## config.mk

```make
export PLATFORM = sky130hd
export DESIGN_NAME = store_drain_flat
export DESIGN_NICKNAME = d
export VERILOG_FILES = /design/src/rtl/store_drain_if.sv /design/src/rtl/store_drain.sv /design/src/flat_wrapper.sv
export SDC_FILE = /design/constraint.sdc
export NUM_CORES = 1
export LEC_CHECK = 0
export ABC_CLOCK_PERIOD_IN_PS = 4300
export CORE_MARGIN = 3
export CORE_UTILIZATION = 46
export CTS_CLUSTER_SIZE = 20
export DETAILED_ROUTE_END_ITERATION = 10
export PLACE_DENSITY = 0.83
export SYNTH_ARGS = -nofsm -noshare
export SYNTH_HDL_FRONTEND = slang
export SYNTH_SLANG_ARGS = --single-unit
```

## constraint.sdc

```tcl
create_clock -name clk -period 4.3 [get_ports clk]
set_input_delay 0.86 -clock clk [delete_from_list [all_inputs] [get_ports clk]]
set_output_delay 0.86 -clock clk [all_outputs]
set_load 0.05 [all_outputs]
```

## src/rtl/store_drain_if.sv

```systemverilog
// Store-drain bus bundle: store-buffer head entry, pop control, data-cache
// write handshake and drain status. The DUT uses modport slave; the
// environment (store buffer plus cache) uses modport master.
interface store_drain_if;
  localparam int unsigned ADDR_W = 32;
  localparam int unsigned DATA_W = 32;
  localparam int unsigned STRB_W = 4;
  localparam int unsigned CNT_W  = 32;

  logic              sb_store_en;
  logic [ADDR_W-1:0] sb_store_addr;
  logic [DATA_W-1:0] sb_store_data;
  logic [STRB_W-1:0] sb_store_rwen;
  logic              cache_is_busy;
  logic              dc_wr_req;
  logic [ADDR_W-1:0] dc_wr_addr;
  logic [DATA_W-1:0] dc_wr_data;
  logic [STRB_W-1:0] dc_wr_strb;
  logic              dc_wr_uncache;
  logic              dc_wr_ready;
  logic              dc_wr_done;
  logic              drain_idle;
  logic [CNT_W-1:0]  drained_cnt;

  modport slave (
    input  sb_store_en, sb_store_addr, sb_store_data, sb_store_rwen,
    input  dc_wr_ready, dc_wr_done,
    output cache_is_busy, dc_wr_req, dc_wr_addr, dc_wr_data, dc_wr_strb,
    output dc_wr_uncache, drain_idle, drained_cnt
  );

  modport master (
    output sb_store_en, sb_store_addr, sb_store_data, sb_store_rwen,
    output dc_wr_ready, dc_wr_done,
    input  cache_is_busy, dc_wr_req, dc_wr_addr, dc_wr_data, dc_wr_strb,
    input  dc_wr_uncache, drain_idle, drained_cnt
  );
endinterface

```

## src/rtl/store_drain.sv

```systemverilog
// store_drain: one-deep drain stage between the store buffer and the data
// cache. Captures the buffer head, issues a cache write via req/ready/done,
// flags uncached addresses and counts completed stores.
// Optional feature macro: STORE_DRAIN_FASTRET_EN (capture the next entry on
// the done edge, giving a 3-cycle store-to-store period instead of 4).
module store_drain #(
  parameter logic [31:0] UNCACHE_BASE = 32'hA000_0000,
  parameter logic [31:0] UNCACHE_TOP  = 32'hBFFF_FFFF
) (
  input logic           clk,
  input logic           rst_,
  store_drain_if.slave  bus
);
  localparam int unsigned ADDR_W = 32;
  localparam int unsigned DATA_W = 32;
  localparam int unsigned STRB_W = 4;
  localparam int unsigned CNT_W  = 32;

  typedef enum logic [1:0] {
    IDLE = 2'd0,
    REQ  = 2'd1,
    WAIT = 2'd2
  } state_t;

  typedef struct packed {
    logic [ADDR_W-1:0] addr;
    logic [DATA_W-1:0] data;
    logic [STRB_W-1:0] strb;
    logic              uncache;
  } hold_t;

  state_t            state_q, state_d;
  hold_t             hold_q, hold_d;
  logic [CNT_W-1:0]  cnt_q, cnt_d;
  logic              busy_c;
  logic              req_c;
  logic              entry_ok_c;
  hold_t             entry_c;

  // Head entry is worth draining only when valid with at least one byte enabled.
  assign entry_ok_c = bus.sb_store_en && (bus.sb_store_rwen != STRB_W'(0));

  // Hold-register image of the head entry; uncache uses the unaligned address.
  always_comb begin
    entry_c.addr    = {bus.sb_store_addr[ADDR_W-1:2], 2'b00};
    entry_c.data    = bus.sb_store_data;
    entry_c.strb    = bus.sb_store_rwen;
    entry_c.uncache = (bus.sb_store_addr >= UNCACHE_BASE) &&
                      (bus.sb_store_addr <= UNCACHE_TOP);
  end

  // State, hold register and drain counter.
  always_ff @(posedge clk or negedge rst_) begin
    if (!rst_) begin
      state_q <= IDLE;
      hold_q  <= '0;
      cnt_q   <= '0;
    end else begin
      state_q <= state_d;
      hold_q  <= hold_d;
      cnt_q   <= cnt_d;
    end
  end

  // Next-state, capture, count and handshake decode.
  always_comb begin
    state_d = state_q;
    hold_d  = hold_q;
    cnt_d   = cnt_q;
    busy_c  = 1'b0;
    req_c   = 1'b0;
    case (state_q)
      IDLE: begin
        if (entry_ok_c) begin
          hold_d  = entry_c;
          state_d = REQ;
        end
      end
      REQ: begin
        busy_c = 1'b1;
        req_c  = 1'b1;
        if (bus.dc_wr_ready) begin
          state_d = WAIT;
        end
      end
      WAIT: begin
`ifdef STORE_DRAIN_FASTRET_EN
        busy_c = !bus.dc_wr_done;
        if (bus.dc_wr_done) begin
          cnt_d   = cnt_q + CNT_W'(1);
          state_d = IDLE;
          if (entry_ok_c) begin
            hold_d  = entry_c;
            state_d = REQ;
          end
        end
`else
        busy_c = 1'b1;
        if (bus.dc_wr_done) begin
          cnt_d   = cnt_q + CNT_W'(1);
          state_d = IDLE;
        end
`endif
      end
      default: begin
        state_d = IDLE;
      end
    endcase
  end

  assign bus.cache_is_busy = busy_c;
  assign bus.dc_wr_req     = req_c;
  assign bus.dc_wr_addr    = hold_q.addr;
  assign bus.dc_wr_data    = hold_q.data;
  assign bus.dc_wr_strb    = hold_q.strb;
  assign bus.dc_wr_uncache = hold_q.uncache;
  assign bus.drain_idle    = (state_q == IDLE);
  assign bus.drained_cnt   = cnt_q;
endmodule

```

## src/flat_wrapper.sv

```systemverilog
// flat-port wrapper written by rule: the top's interface ports become plain ports
module store_drain_flat 
#(
  parameter logic [31:0] UNCACHE_BASE = 32'hA000_0000,
  parameter logic [31:0] UNCACHE_TOP  = 32'hBFFF_FFFF
)
  (clk, rst_, bus_sb_store_en, bus_sb_store_addr, bus_sb_store_data, bus_sb_store_rwen, bus_dc_wr_ready, bus_dc_wr_done, bus_cache_is_busy, bus_dc_wr_req, bus_dc_wr_addr, bus_dc_wr_data, bus_dc_wr_strb, bus_dc_wr_uncache, bus_drain_idle, bus_drained_cnt);
  store_drain_if bus_i ();
  input logic clk;
  input logic rst_;
  input wire logic [$bits(bus_i.sb_store_en)-1:0] bus_sb_store_en;
  input wire logic [$bits(bus_i.sb_store_addr)-1:0] bus_sb_store_addr;
  input wire logic [$bits(bus_i.sb_store_data)-1:0] bus_sb_store_data;
  input wire logic [$bits(bus_i.sb_store_rwen)-1:0] bus_sb_store_rwen;
  input wire logic [$bits(bus_i.dc_wr_ready)-1:0] bus_dc_wr_ready;
  input wire logic [$bits(bus_i.dc_wr_done)-1:0] bus_dc_wr_done;
  output wire logic [$bits(bus_i.cache_is_busy)-1:0] bus_cache_is_busy;
  output wire logic [$bits(bus_i.dc_wr_req)-1:0] bus_dc_wr_req;
  output wire logic [$bits(bus_i.dc_wr_addr)-1:0] bus_dc_wr_addr;
  output wire logic [$bits(bus_i.dc_wr_data)-1:0] bus_dc_wr_data;
  output wire logic [$bits(bus_i.dc_wr_strb)-1:0] bus_dc_wr_strb;
  output wire logic [$bits(bus_i.dc_wr_uncache)-1:0] bus_dc_wr_uncache;
  output wire logic [$bits(bus_i.drain_idle)-1:0] bus_drain_idle;
  output wire logic [$bits(bus_i.drained_cnt)-1:0] bus_drained_cnt;
  assign bus_i.sb_store_en = bus_sb_store_en;
  assign bus_i.sb_store_addr = bus_sb_store_addr;
  assign bus_i.sb_store_data = bus_sb_store_data;
  assign bus_i.sb_store_rwen = bus_sb_store_rwen;
  assign bus_i.dc_wr_ready = bus_dc_wr_ready;
  assign bus_i.dc_wr_done = bus_dc_wr_done;
  assign bus_cache_is_busy = bus_i.cache_is_busy;
  assign bus_dc_wr_req = bus_i.dc_wr_req;
  assign bus_dc_wr_addr = bus_i.dc_wr_addr;
  assign bus_dc_wr_data = bus_i.dc_wr_data;
  assign bus_dc_wr_strb = bus_i.dc_wr_strb;
  assign bus_dc_wr_uncache = bus_i.dc_wr_uncache;
  assign bus_drain_idle = bus_i.drain_idle;
  assign bus_drained_cnt = bus_i.drained_cnt;
  store_drain #(.UNCACHE_BASE(UNCACHE_BASE), .UNCACHE_TOP(UNCACHE_TOP)) u_core (.clk(clk), .rst_(rst_), .bus(bus_i));
endmodule
```

==> results of run 1 <==
-- cells by family (layout without fill, tap and decap cells) --
group           Yosys count  count (layout)  synth area share
fa+ha+maj                 5               5            0.0146
compound gates            5               5            0.0102
other cells               1               2          0.000873
xor+xnor                 31              31            0.0632
simple gates             77              77             0.107
buf+inv                  17             195            0.0315
mux                      67              67             0.184
flops                   101             101             0.588
-- area by class of cell --
type                    instances  area [um^2]
multi-input cells             187         1640
inverters                       6         22.5
clock buffers                  12          155
clock inverters                 3         45.0
fillers                       638         2620
flip-flops and latches        101         2530
repair buffers                174         1750
well taps                     108          135
-- report_power, final --
group / total, mW / switching, mW / internal, mW / leakage (nW)
clock network: 0.616 / 0.318 / 0.298 / 0.0947
registers: 1.50 / 0.199 / 1.30 / 1.25
logic: 2.73 / 1.71 / 1.02 / 1.41
-- worst register-to-register path, stage by stage, from the launching register on --
cell and delay, ps:
dfrtp_1 410, inv_1 80, ha_1 240, inv_1 70, or2_4 500, buf_12 290
mux2_2 370
-- synth_stat cells --
cell	number	area (um^2)
dfrtp_1	101	2530
mux2_2	49	552
nand2_1	17	63.8
xor2_1	17	149
xnor2_1	14	123
nand3_1	13	65.1
mux2_4	10	150
mux2_1	8	90.1
nand4_1	8	50.1
and3_1	7	43.8
buf_4	7	52.6
nor3_1	7	35.0
inv_1	6	22.5
nor2_1	6	22.5
nor4_1	6	37.5
and4_1	5	43.8
ha_1	5	62.6
buf_12	2	40.0
or2_1	2	12.5
a21oi_1	1	5.00
and2_1	1	6.26
and4_4	1	11.3
buf_2	1	5.00
buf_8	1	15.0
conb_1	1	3.75
nand4_2	1	12.5
nand4_4	1	21.3
nor4_2	1	12.5
nor4_4	1	21.3
o22a_1	1	8.76
o22ai_1	1	6.26
o31ai_1	1	7.51
o41ai_2	1	16.3
-- layer usage --
layer | up-vias | global-route usage | share of wire
met3 | 17 | 0.0629 | 0.078
li1 | 1408 | - | -
met2 | 118 | 0.326 | 0.50
met5 | - | 0 | 0
met4 | 0 | 0.0555 | 0.015
met1 | 1482 | 0.232 | 0.40
-- final timing paths --
path,from,to
setup reg to reg,u_core.state_q[0],u_core.bus.dc_wr_addr[5]
setup / recovery,u_core.state_q[0],bus_cache_is_busy
hold / removal,u_core.bus.drained_cnt[31],u_core.bus.drained_cnt[31]
hold reg to reg,u_core.bus.drained_cnt[31],u_core.bus.drained_cnt[31]
max in group asynchronous,rst_,u_core.bus.dc_wr_data[19]
min in group asynchronous,rst_,u_core.bus.drained_cnt[18]
-- sequential cells by signal, summed over array words and instances, names as in the netlist --
signal                    flops
u_core.bus.dc_wr_data        32
u_core.bus.dc_wr_strb         4
u_core.bus.dc_wr_addr        30
u_core.state_q                2
u_core.bus.dc_wr_uncache      1
u_core.bus.drained_cnt       32
==> impl_metrics.csv, run 1 <==
group,metric,value,unit
floorplanning,die_h,103,um
timing,slew_headroom,0.390,
critical_path,cp-end-kind,"output pin",
layout,syn2layout_area_growth,46.0,%
clocking,h-tree-depth,3,
synthesis,seq_area_frac_synth,0.588,
timing,whs,482,ps
detailed_routing,final_antenna_net_count,0,
synthesis,ys_types,33,
grt,grt_pass1_vias,3102,
pwr,static-leakage-power,2.76,nW
critical_path,cp_cell_sequence,"inv_1 > ha_1 > clkdlybuf4s50_1",
grt,grt_pass1_wl,15400,um
grt,grt.overflow.total,0,
clocking,cts-root-buf,"clkbuf_8",
timing,maxSlewViolCount,0,
layout,fin_area,6270,um^2
placed_design,placed_area,6070,um^2
detailed_routing,avgViaCountPerCell,5.12,
floorplanning,die_w,103,um
clocking,clk_latency,370,ps
clocking,clk_pin_slew,100,ps
timing,worst_slew_pin_slew,914,ps
critical_path,worstPathRequired,3440,ps
timing,max_freq,358,MHz
placed_design,pre_cts_ws,1140,ps
layout,final-instance-count-excl-fill,591,
clocking,cts_tree,"yes",
synthesis,yosysWarnings,0,
hold_path,hold_depth,1,
synthesis,syn_area,4300,um^2
layout,final_common_cell,"clkdlybuf4s50_1",
detailed_routing,drc,0,
floorplanning,boundaryPins,177,
layout,diodes,0,
critical_path,crit_type,"flop to output pin",
critical_path,worstPathMaxFanout,4,
placed_design,dp_hpwl,7540,um
critical_path,max_stage_delay,810,ps
detailed_routing,drt_iter0_drc,67,
critical_path,ff2ff_setup_slack,2230,ps
detailed_routing,wl,10100,um
clocking,cts_setup_buffers,0,
layout,post-route-util,0.705,
critical_path,ff2ff_path_depth,6,
critical_path,arrival,1930,ps
layout,layout_common_cells,"clkdlybuf4s50_1, dfrtp_1, mux2_2",
timing,fin_setup_tns,0,ps
timing,min_period,2790,ps
floorplanning,dieArea,10500,um^2
critical_path,path_buf_inv,2,
synthesis,ys_ff_latch,101,
placed_design,place_congestion,0.833,
clocking,cts-resized-gates,0,
placed_design,placed_cells,576,
critical_path,start_kind,"flop",
hold_path,hold_path_class,"flop to flop",
grt,grt_use_total,0.191,
pwr,power_density,772,nW/um^2
timing,clock_skew,12.3,ps
clocking,numCtsBuffers,9,
detailed_routing,vias,3025,
timing,hold_viol,0,
clocking,hold_buffers,0,
clocking,clock-sinks,101,
pwr,ir_drop,0.459,mV
timing,setup_viol,0,
synthesis,synth.avg_cell_area,14.1,um^2
detailed_routing,avgRoutedWirePerCell,17.1,um
timing,period_share,0.650,
flow_run,cap_viol_max_count,0,
timing,rsz0062_at_grt,"false",
floorplanning,core.rowCount,34,
critical_path,path_depth,3,
layout,nets,557,
layout,drive_gt1_frac,0.172,
placed_design,port-buffer-count,172,
clocking,clockBufferDepth,2,
grt,antenna_found_initial,0,
pwr,total_power,4.84,mW
grt,grt_max_degree,75,
critical_path,crit_family,"buffers and inverters",
floorplanning,fp.coreArea,8890,um^2
detailed_routing,first_pass_iters,4,
floorplanning,initial_core_util,0.483,
critical_path,slowest_stage,"clkdlybuf4s50_1",
timing,setup_ws,1510,ps
run_status,status,"finished, final reports clean",
synthesis,synth_cells,304,
Note: power is estimated with default switching activity, not from simulation.
==> run 2, diff against run 1 <==
--- a/config.mk
+++ b/config.mk
@@ -5,12 +5,12 @@
 export SDC_FILE = /design/constraint.sdc
 export NUM_CORES = 1
 export LEC_CHECK = 0
-export ABC_CLOCK_PERIOD_IN_PS = 4300
+export ABC_CLOCK_PERIOD_IN_PS = 2250
 export CORE_MARGIN = 3
-export CORE_UTILIZATION = 46
+export CORE_UTILIZATION = 39
 export CTS_CLUSTER_SIZE = 20
 export DETAILED_ROUTE_END_ITERATION = 10
-export PLACE_DENSITY = 0.83
+export PLACE_DENSITY = 0.75
 export SYNTH_ARGS = -nofsm -noshare
 export SYNTH_HDL_FRONTEND = slang
 export SYNTH_SLANG_ARGS = --single-unit
==> constraint.sdc (replaced) <==
create_clock -name clk -period 2.25 [get_ports clk]
set_input_delay 0.45 -clock clk [delete_from_list [all_inputs] [get_ports clk]]
set_output_delay 0.45 -clock clk [all_outputs]
set_load 0.05 [all_outputs]
==> run 2 against run 1 <==
Die area increased by 17%. Clock-buffer cell count is 3 lower. Via count grew 1.6%. Wire length grew 3.8%. Hold slack got worse by 390 ps. Non-clock buffer count rose by 9. Total power grew 95%. Sequential power rose by 91%. Largest cell class unchanged. Highest routed layer unchanged.
==> impl_metrics.csv, run 2 (synthesis gave the netlist of run 1 again) <==
group,metric,value,unit
run_status,status,"finished, final reports clean",
timing,setup_ws,68.0,ps
detailed_routing,vias,3073,
grt,grt_max_degree,48,
pwr,static-leakage-power,2.84,nW
placed_design,place_congestion,0.771,
grt,antenna_found_initial,0,
pwr,netSwitchingPower,4.33,mW
timing,clock_skew,9.41,ps
pwr,seqPwrFrac,0.302,
critical_path,start_kind,"flop",
critical_path,crit_type,"flop to output pin",
clocking,cts-resized-gates,0,
layout,n_fill_cell,863,
timing,max_freq,458,MHz
layout,diodes,0,
pwr,power_density,1470,nW/um^2
grt,grt_pass1_wl,17200,um
grt,grt_pass1_vias,3205,
detailed_routing,avgRoutedWirePerCell,16.7,um
floorplanning,boundaryPins,177,
detailed_routing,drc,0,
floorplanning,initial_core_util,0.409,
clocking,numCtsBuffers,9,
critical_path,cp-end-kind,"output pin",
timing,rsz0062_at_grt,"false",
placed_design,pre_cts_ws,-38.4,ps
timing,worst_slew_pin_slew,623,ps
timing,maxSlewViolCount,0,
layout,drive_gt1_frac,0.197,
critical_path,worstPathMaxFanout,5,
pwr,comb_power_share,0.560,
critical_path,slowest_stage,"clkdlybuf4s50_1",
critical_path,arrival,1730,ps
layout,nets,566,
clocking,clk_pin_slew,100,ps
detailed_routing,first_pass_iters,4,
floorplanning,die_h,111,um
timing,period_share,0.970,
grt,grt_use_total,0.172,
critical_path,ff2ff_setup_slack,490,ps
detailed_routing,drt_iter0_drc,102,
layout,layout_common_cells,"clkdlybuf4s50_1, dfrtp_1, mux2_2",
pwr,swShare,0.457,
clocking,clockBufferDepth,2,
layout,syn2layout_area_growth,49.7,%
timing,fin_setup_tns,0,ps
floorplanning,fp.coreArea,10500,um^2
clocking,clk_latency,350,ps
clocking,cts_tree,"yes",
clocking,cts_setup_buffers,0,
timing,min_period,2180,ps
floorplanning,die_w,111,um
pwr,ir_drop,1.05,mV
timing,slew_headroom,0.585,
flow_run,cap_viol_max_count,0,
timing,hold_viol,0,
detailed_routing,wl,10500,um
hold_path,hold_path_class,"input port to asynchronous set/reset pin",
detailed_routing,avgViaCountPerCell,4.89,
layout,final_common_cell,"clkdlybuf4s50_1",
detailed_routing,final_antenna_net_count,0,
critical_path,cp_cell_sequence,"clkdlybuf4s50_1",
pwr,total_power,9.46,mW
clocking,clock-sinks,101,
critical_path,worstPathRequired,1800,ps
clocking,h-tree-depth,3,
pwr,power_frac_clock,0.138,
critical_path,crit_family,"buffers and inverters",
grt,grt.overflow.total,0,
floorplanning,core.rowCount,37,
layout,post-route-util,0.612,
critical_path,path_buf_inv,1,
critical_path,max_stage_delay,860,ps
clocking,hold_buffers,0,
floorplanning,dieArea,12300,um^2
timing,setup_viol,0,
placed_design,dp_hpwl,8030,um
clocking,cts-root-buf,"clkbuf_8",
pwr,internal-power,5.13,mW
placed_design,port-buffer-count,172,
==> run 2: cell types whose count changed in the layout (fill, tap and decap cells not counted) <==
cell             change
buf_4                +9
inv_6                +3
clkbuf_8             -2
buf_12               +3
clkinvlp_4           -2
inv_8                +1
clkdlybuf4s50_1      -3
bufinv_16            +1
clkbuf_1             -1
clkinv_2             +1
==> run 2: final cells by class <==
cell class / count / area [um^2] / area share
Sequential cell: 101 / 2530 / 0.393
Timing Repair Buffer: 183 / 1840 / 0.287
Multi-Input combinational cell: 187 / 1640 / 0.255
Tap cell: 136 / 170 / 0.0265
Clock buffer: 9 / 124 / 0.0193
Clock inverter: 7 / 103 / 0.0160
Inverter: 6 / 22.5 / 0.00350
==> run 2: power by group through the flow <==
stage	registers, mW	clock network [mW]	logic (mW)
global route	2.95	1.43	5.49
global placement	2.85	0	5.29
floorplan	5.16	0	1.26
detailed placement	2.90	0	5.34
CTS	2.86	1.35	5.35
finish	2.86	1.31	5.30
==> run 2: per-layer routing <==
| metal | track usage | wire length (um) |
|---|---|---|
| met1 | 0.224 | 4550 |
| met2 | 0.284 | 5080 |
| met3 | 0.0480 | 749 |
| met4 | 0.0435 | 100 |
| met5 | 0 | 0 |
==> run 2: per-stage QoR <==
step / area, um^2 / std cells / hold slack, ps
after floorplan: 4300 / 305 / 154
final: 6430 / 629 / 96.1
after global placement: 6200 / 613 / 462
after detailed placement: 6200 / 613 / 471
after global routing: 6430 / 629 / 118
after CTS: 6430 / 629 / 105
==> run 2: path summary, 6_finish.rpt <==
kind | start | cells past startpoint | end
worst max-delay path | u_core.bus.drained_cnt[12] | 1 | bus_drained_cnt[12]
worst min-delay path | rst_ | 1 | u_core.bus.dc_wr_addr[6]
worst max register to register | u_core.state_q[0] | 7 | u_core.bus.drained_cnt[28]
worst min register to register | u_core.bus.dc_wr_uncache | 2 | u_core.bus.dc_wr_uncache
max in group asynchronous | rst_ | 2 | u_core.bus.dc_wr_addr[18]
min in group clk | u_core.bus.dc_wr_uncache | 2 | u_core.bus.dc_wr_uncache
